--- src/rtl/mem_port_arbiter_pkg.sv ---
// Shared constants and types for the host/MIPS memory-port arbiter.
package mem_port_arbiter_pkg;

    localparam int DEFAULT_ADDR_WIDTH = 13;

    typedef enum logic [1:0] {
        RD_NONE = 2'd0,
        RD_HOST = 2'd1,
        RD_MIPS = 2'd2
    } rd_owner_e;

    typedef enum logic {
        SIDE_HOST = 1'b0,
        SIDE_MIPS = 1'b1
    } side_e;

    // Byte address in, word address width out.
    function automatic int word_addr_width(input int byte_aw);
        return byte_aw - 2;
    endfunction

endpackage

--- src/rtl/mem_port_arbiter_if.sv ---
// Requester and memory-port signals shared between the host loader, the MIPS core and the arbiter.
interface mem_port_arbiter_if
    import mem_port_arbiter_pkg::*;
#(
    parameter int ADDR_WIDTH = DEFAULT_ADDR_WIDTH
);
    localparam int WAW = word_addr_width(ADDR_WIDTH);

    logic           h_req;
    logic           h_we;
    logic [WAW-1:0] h_addr;
    logic [31:0]    h_wdata;
    logic           h_gnt;
    logic           h_rvalid;
    logic [31:0]    h_rdata;

    logic           m_req;
    logic           m_we;
    logic [WAW-1:0] m_addr;
    logic [31:0]    m_wdata;
    logic           m_gnt;
    logic           m_rvalid;
    logic [31:0]    m_rdata;

    logic [WAW-1:0] mem_addr;
    logic [31:0]    mem_wdata;
    logic           mem_we;
    logic           mem_re;
    logic [31:0]    mem_rdata;

    modport slave (
        input  h_req, h_we, h_addr, h_wdata,
        output h_gnt, h_rvalid, h_rdata,
        input  m_req, m_we, m_addr, m_wdata,
        output m_gnt, m_rvalid, m_rdata,
        output mem_addr, mem_wdata, mem_we, mem_re,
        input  mem_rdata
    );

    modport master (
        output h_req, h_we, h_addr, h_wdata,
        input  h_gnt, h_rvalid, h_rdata,
        output m_req, m_we, m_addr, m_wdata,
        input  m_gnt, m_rvalid, m_rdata,
        input  mem_addr, mem_wdata, mem_we, mem_re,
        output mem_rdata
    );

endinterface

--- src/rtl/mem_port_arbiter.sv ---
// Round-robin arbiter sharing the ideal-memory port between the host loader and the MIPS core.
// Grants are combinational; read data returns one cycle later to the registered read owner.
module mem_port_arbiter
    import mem_port_arbiter_pkg::*;
#(
    parameter int ADDR_WIDTH = DEFAULT_ADDR_WIDTH
) (
    input  logic              S_AXI_ACLK,
    input  logic              S_AXI_ARESETN,
    input  logic              mips_rst,
    mem_port_arbiter_if.slave bus,
    output logic [31:0]       conflict_cnt
);

    localparam int WORD_AW = word_addr_width(ADDR_WIDTH);

    logic               m_req_e;
    logic               h_win;
    logic               m_win;
    side_e              last_q;
    side_e              last_d;
    rd_owner_e          rd_owner_q;
    rd_owner_e          rd_owner_d;
    logic [WORD_AW-1:0] sel_addr;
    logic [31:0]        sel_wdata;
    logic               sel_we;
    logic               sel_re;
    logic [31:0]        cnt_q;

    assign m_req_e = bus.m_req & ~mips_rst;

    // Gating with the reset keeps every grant and memory strobe low while reset is held.
    always_comb begin
        h_win = 1'b0;
        m_win = 1'b0;
        if (S_AXI_ARESETN) begin
            if (bus.h_req && m_req_e) begin
                h_win = (last_q == SIDE_MIPS);
                m_win = (last_q == SIDE_HOST);
            end else begin
                h_win = bus.h_req;
                m_win = m_req_e;
            end
        end
    end

    always_comb begin
        sel_addr  = '0;
        sel_wdata = '0;
        sel_we    = 1'b0;
        sel_re    = 1'b0;
        if (h_win) begin
            sel_addr  = bus.h_addr;
            sel_wdata = bus.h_wdata;
            sel_we    = bus.h_we;
            sel_re    = ~bus.h_we;
        end else if (m_win) begin
            sel_addr  = bus.m_addr;
            sel_wdata = bus.m_wdata;
            sel_we    = bus.m_we;
            sel_re    = ~bus.m_we;
        end
    end

    // Owner moves straight between HOST and MIPS on back-to-back reads; any cycle without a read grant clears it.
    always_comb begin
        last_d     = last_q;
        rd_owner_d = RD_NONE;
        if (h_win) begin
            last_d = SIDE_HOST;
            if (!bus.h_we) rd_owner_d = RD_HOST;
        end else if (m_win) begin
            last_d = SIDE_MIPS;
            if (!bus.m_we) rd_owner_d = RD_MIPS;
        end
    end

    always_ff @(posedge S_AXI_ACLK or negedge S_AXI_ARESETN) begin
        if (!S_AXI_ARESETN) begin
            last_q     <= SIDE_MIPS;
            rd_owner_q <= RD_NONE;
        end else begin
            last_q     <= last_d;
            rd_owner_q <= rd_owner_d;
        end
    end

    always_ff @(posedge S_AXI_ACLK or negedge S_AXI_ARESETN) begin
        if (!S_AXI_ARESETN) begin
            cnt_q <= '0;
        end else if (mips_rst) begin
            cnt_q <= '0;
        end else if (bus.h_req && m_req_e) begin
            cnt_q <= cnt_q + 32'd1;
        end
    end

    assign conflict_cnt  = cnt_q;

    assign bus.h_gnt     = h_win;
    assign bus.m_gnt     = m_win;
    assign bus.mem_addr  = sel_addr;
    assign bus.mem_wdata = sel_wdata;
    assign bus.mem_we    = sel_we;
    assign bus.mem_re    = sel_re;

    assign bus.h_rvalid  = (rd_owner_q == RD_HOST);
    assign bus.m_rvalid  = (rd_owner_q == RD_MIPS);
    assign bus.h_rdata   = (rd_owner_q == RD_HOST) ? bus.mem_rdata : '0;
    assign bus.m_rdata   = (rd_owner_q == RD_MIPS) ? bus.mem_rdata : '0;

endmodule

--- src/flat_wrapper.sv ---
// flat-port wrapper written by rule: the top's interface ports become plain ports
module mem_port_arbiter_flat import mem_port_arbiter_pkg::*;
#(
    parameter int ADDR_WIDTH = DEFAULT_ADDR_WIDTH
)
  (S_AXI_ACLK, S_AXI_ARESETN, mips_rst, conflict_cnt, bus_h_req, bus_h_we, bus_h_addr, bus_h_wdata, bus_h_gnt, bus_h_rvalid, bus_h_rdata, bus_m_req, bus_m_we, bus_m_addr, bus_m_wdata, bus_m_gnt, bus_m_rvalid, bus_m_rdata, bus_mem_addr, bus_mem_wdata, bus_mem_we, bus_mem_re, bus_mem_rdata);
  mem_port_arbiter_if #(.ADDR_WIDTH(ADDR_WIDTH)) bus_i ();
  input  logic S_AXI_ACLK;
  input  logic S_AXI_ARESETN;
  input  logic mips_rst;
  output logic [31:0] conflict_cnt;
  input wire logic [$bits(bus_i.h_req)-1:0] bus_h_req;
  input wire logic [$bits(bus_i.h_we)-1:0] bus_h_we;
  input wire logic [$bits(bus_i.h_addr)-1:0] bus_h_addr;
  input wire logic [$bits(bus_i.h_wdata)-1:0] bus_h_wdata;
  output wire logic [$bits(bus_i.h_gnt)-1:0] bus_h_gnt;
  output wire logic [$bits(bus_i.h_rvalid)-1:0] bus_h_rvalid;
  output wire logic [$bits(bus_i.h_rdata)-1:0] bus_h_rdata;
  input wire logic [$bits(bus_i.m_req)-1:0] bus_m_req;
  input wire logic [$bits(bus_i.m_we)-1:0] bus_m_we;
  input wire logic [$bits(bus_i.m_addr)-1:0] bus_m_addr;
  input wire logic [$bits(bus_i.m_wdata)-1:0] bus_m_wdata;
  output wire logic [$bits(bus_i.m_gnt)-1:0] bus_m_gnt;
  output wire logic [$bits(bus_i.m_rvalid)-1:0] bus_m_rvalid;
  output wire logic [$bits(bus_i.m_rdata)-1:0] bus_m_rdata;
  output wire logic [$bits(bus_i.mem_addr)-1:0] bus_mem_addr;
  output wire logic [$bits(bus_i.mem_wdata)-1:0] bus_mem_wdata;
  output wire logic [$bits(bus_i.mem_we)-1:0] bus_mem_we;
  output wire logic [$bits(bus_i.mem_re)-1:0] bus_mem_re;
  input wire logic [$bits(bus_i.mem_rdata)-1:0] bus_mem_rdata;
  assign bus_i.h_req = bus_h_req;
  assign bus_i.h_we = bus_h_we;
  assign bus_i.h_addr = bus_h_addr;
  assign bus_i.h_wdata = bus_h_wdata;
  assign bus_h_gnt = bus_i.h_gnt;
  assign bus_h_rvalid = bus_i.h_rvalid;
  assign bus_h_rdata = bus_i.h_rdata;
  assign bus_i.m_req = bus_m_req;
  assign bus_i.m_we = bus_m_we;
  assign bus_i.m_addr = bus_m_addr;
  assign bus_i.m_wdata = bus_m_wdata;
  assign bus_m_gnt = bus_i.m_gnt;
  assign bus_m_rvalid = bus_i.m_rvalid;
  assign bus_m_rdata = bus_i.m_rdata;
  assign bus_mem_addr = bus_i.mem_addr;
  assign bus_mem_wdata = bus_i.mem_wdata;
  assign bus_mem_we = bus_i.mem_we;
  assign bus_mem_re = bus_i.mem_re;
  assign bus_i.mem_rdata = bus_mem_rdata;
  mem_port_arbiter #(.ADDR_WIDTH(ADDR_WIDTH)) u_core (.S_AXI_ACLK(S_AXI_ACLK), .S_AXI_ARESETN(S_AXI_ARESETN), .mips_rst(mips_rst), .bus(bus_i), .conflict_cnt(conflict_cnt));
endmodule
--- config.mk ---
export PLATFORM = sky130hd
export DESIGN_NAME = mem_port_arbiter_flat
export DESIGN_NICKNAME = d
export VERILOG_FILES = /design/src/rtl/mem_port_arbiter_pkg.sv /design/src/rtl/mem_port_arbiter_if.sv /design/src/rtl/mem_port_arbiter.sv /design/src/flat_wrapper.sv
export SDC_FILE = /design/constraint.sdc
export NUM_CORES = 1
export LEC_CHECK = 0
export ABC_AREA = 1
export CORE_AREA = 2 2 106 108
export CTS_CLUSTER_DIAMETER = 50
export DETAILED_ROUTE_END_ITERATION = 10
export DIE_AREA = 0 0 108 110
export DONT_BUFFER_PORTS = 1
export PLACE_DENSITY = 0.42
export SKIP_LAST_GASP = 1
export SLEW_MARGIN = 10
export SYNTH_ARGS = -nofsm -noshare
export SYNTH_HDL_FRONTEND = slang
export SYNTH_SLANG_ARGS = --single-unit
export TNS_END_PERCENT = 100
--- constraint.sdc ---
create_clock -name S_AXI_ACLK -period 4.5 [get_ports S_AXI_ACLK]
set_clock_uncertainty 0.15 [all_clocks]
set_input_delay 0.9 -clock S_AXI_ACLK [delete_from_list [all_inputs] [get_ports S_AXI_ACLK]]
set_output_delay 0.9 -clock S_AXI_ACLK [all_outputs]
set_load 0.005 [all_outputs]
==> impl_metrics.ini <==
[sta]
max_slew_margin_pct = 36.1
setup_violations = 0
tightest_slew_ns = 0.956
period_needed_ns = 3.46
fin_tns_setup_ns = 0
finalHoldViolCount = 0
fin_crit_sh_pct = 77.0
fmax_mhz = 289
grt_setup_unrepaired = false
drv_slew = 0

[route]
drcViolationCount = 0
drtIter0Drc = 183
dr.pass1.iters = 4
ant_nets = 0
viasPerCell = 5.34
vias = 3244
wl_per_cell_um = 23.7
postRouteWirelength_mm = 14.4

[worst_setup_path]
cp-startpoint = mips_rst
critPathTopFamily = buffers and inverters
setup.worst_path.end = bus_mem_wdata[6]
crit_path_frequent_cell = inv_2
required_ns = 3.45
start_kind = input pin
slowest_stage = inv_2
endpoint_kind = output port
r2r_slack_ns = 2.60
r2r-start = u_core.conflict_cnt[0]
slowest_delay_ns = 0.57
cp.depth = 6
crit_type = input pin to output port
crit_arrival_ns = 2.41
timing.rr.end = u_core.conflict_cnt[18]
r2r_cells = 8
crit_chain = inv_2 -> nand2_2 -> inv_1 -> nand3_1 -> inv_2 -> a22o_1
crit_fanout = 46
crit_buf_inv = 3

[global_route]
grt_pass1_vias = 2817
antenna_found_initial = 3
grt_use_total_pct = 22.4
grt-ovfl-total = 0
grt_pass1_wl_mm = 18.9
grt_max_degree = 47

[power_and_ir_drop]
pwr-share-comb_pct = 14.3
leakage_nw = 1.53
p_sw_mw = 0.191
total_power_mw = 0.664
vdd_drop_max_mv = 0.0911
intPower_mw = 0.473
power_density_nw_per_um2 = 213
pwr-share-clk_pct = 37.3
seq_power_share_pct = 48.4
sw_frac_of_total_pct = 28.8

[synthesis]
ys_warn_count = 0
yosysMostFrequentCell = nor2_1
syn_inst = 472
ys_seq_area_share_pct = 29.7
synth.area.top_cells = dfrtp_1 (29%), nor2_1 (15%), a22o_1 (13%)
synth_area_leader_cell = dfrtp_1
synth_edf_count = 0
synthArstFlopShare_pct = 100
yosys_most_used_dff = dfrtp_1
synth_top_area_share_pct = 28.8
ys_ff_latch = 35
avgSynthCellArea_sq_um = 6.27
syn_nets = 598
synth_cell_types = 34
synth_area_sq_um = 2960
synth_common_cells = nor2_1 (119), nand2_1 (99), inv_1 (75)

[cts]
clk_pin_slew_ns = 0.08
cts_tree = done
ctsResizeCount = 0
cts.sinks = 35
htree_levels = 2
cts_buffers = 5
cts-hold-fix-buffers = 0
cts_root_buffer = clkbuf_8
post-cts-setup-buffers = 0
clkLatencyLatePin_ns = 0.29
cts_buffer_depth = 2

[worst_hold_path]
hp-class = input pin to asynchronous set/reset pin

[die]
start_util_pct = 27.6
die_y_um = 110
die_w_um = 108
ios = 270
core_area_sq_um = 10700
rows = 38
die_area_sq_um = 11900

[final_layout]
final_layout_size_suffix_gt1_share_pct = 5.40
fillCellCount = 1204
seq_area_sq_um = 877
syn2layout_area_growth_pct = 5.58
final_area_sq_um = 3120
utilization_pct = 29.2
multi_input_area_sq_um = 1670
fin_nets = 588

[job]
drv_cap = 0

[outcome]
outcome = finished, final reports clean

[placed_design]
gp_congestion = 1.12
place_area_sq_um = 3020
dpl.hpwl_mm = 11.9
port_buffers = 0
## power groups by stage
stage	logic, mW	clock network, mW	registers (mW)
floorplan	0.0830	0	0.327
global placement	0.0902	0	0.328
detailed placement	0.0938	0	0.328
CTS	0.0949	0.252	0.322
global route	0.106	0.270	0.322
finish	0.0950	0.248	0.322
## area by class of cell
cell class,instances,share of cell area [%]
diodes,4,0.321
clock buffers,7,2.76
clock inverters,1,0.160
inverters,80,9.70
multi-input cells,340,53.4
flip-flops and latches,35,28.1
well taps,140,5.61
## worst min path at each step
stage,startpoint,to,cells past startpoint
final,S_AXI_ARESETN,u_core.conflict_cnt[8],0
after global routing,S_AXI_ARESETN,u_core.conflict_cnt[6],0
after CTS,S_AXI_ARESETN,u_core.conflict_cnt[8],0
after detailed placement,u_core.last_q,u_core.last_q,2
after global placement,u_core.last_q,u_core.last_q,2
after floorplan,u_core.conflict_cnt[3],u_core.conflict_cnt[3],1
## layout by cell type, fill, tap and decap left out, types with 2 or more instances in the layout
cell      synthesis  final
a22oi_1           2      2
dfrtp_1          34     34
o21ai_0          16     16
nand4_1           9      9
nand3_1          19     19
inv_2             4      4
nor2_4            2      2
nand2_1          99     99
a22o_1           44     44
clkbuf_8          0      6
o21ai_1           2      2
nand3b_1          2      2
a21oi_1           8      8
diode_2           0      4
nor2_2            5      5
nor2_1          119    119
nor3_1            2      2
inv_1            75     75
## routing by layer
| metal | vias to the layer above | share of wire, % | track usage [%] |
|---|---|---|---|
| met5 | - | 0 | 0 |
| met4 | 0 | 0.44 | 2.38 |
| met3 | 10 | 13 | 9.41 |
| met2 | 222 | 42 | 31.1 |
| met1 | 1531 | 45 | 33.2 |
| li1 | 1481 | - | - |
## state kept, by name, indices dropped and copies added (netlist names)
register and flops:
u_core.conflict_cnt 32, u_core.last_q 1, u_core.rd_owner_q 2
## cells by family (layout without fill, tap and decap cells)
group,count (synthesis),in the layout,synth area share [%]
other cells,0,4,0
fa+ha+maj,1,1,0.423
buf+inv,97,88,14.0
flops,35,35,29.7
simple gates,262,262,36.8
compound gates,77,77,19.2
## metrics by stage
step	hold slack, ns	setup WS (ns)	cells
2_1_floorplan	0.367	1.67	472
3_3_place_gp	0.393	1.15	595
3_5_place_dp	0.402	1.07	595
4_1_cts	0.135	1.06	603
5_1_grt	0.122	0.890	603
6_report	0.143	1.04	607
Note: power is estimated with default switching activity, not from simulation.
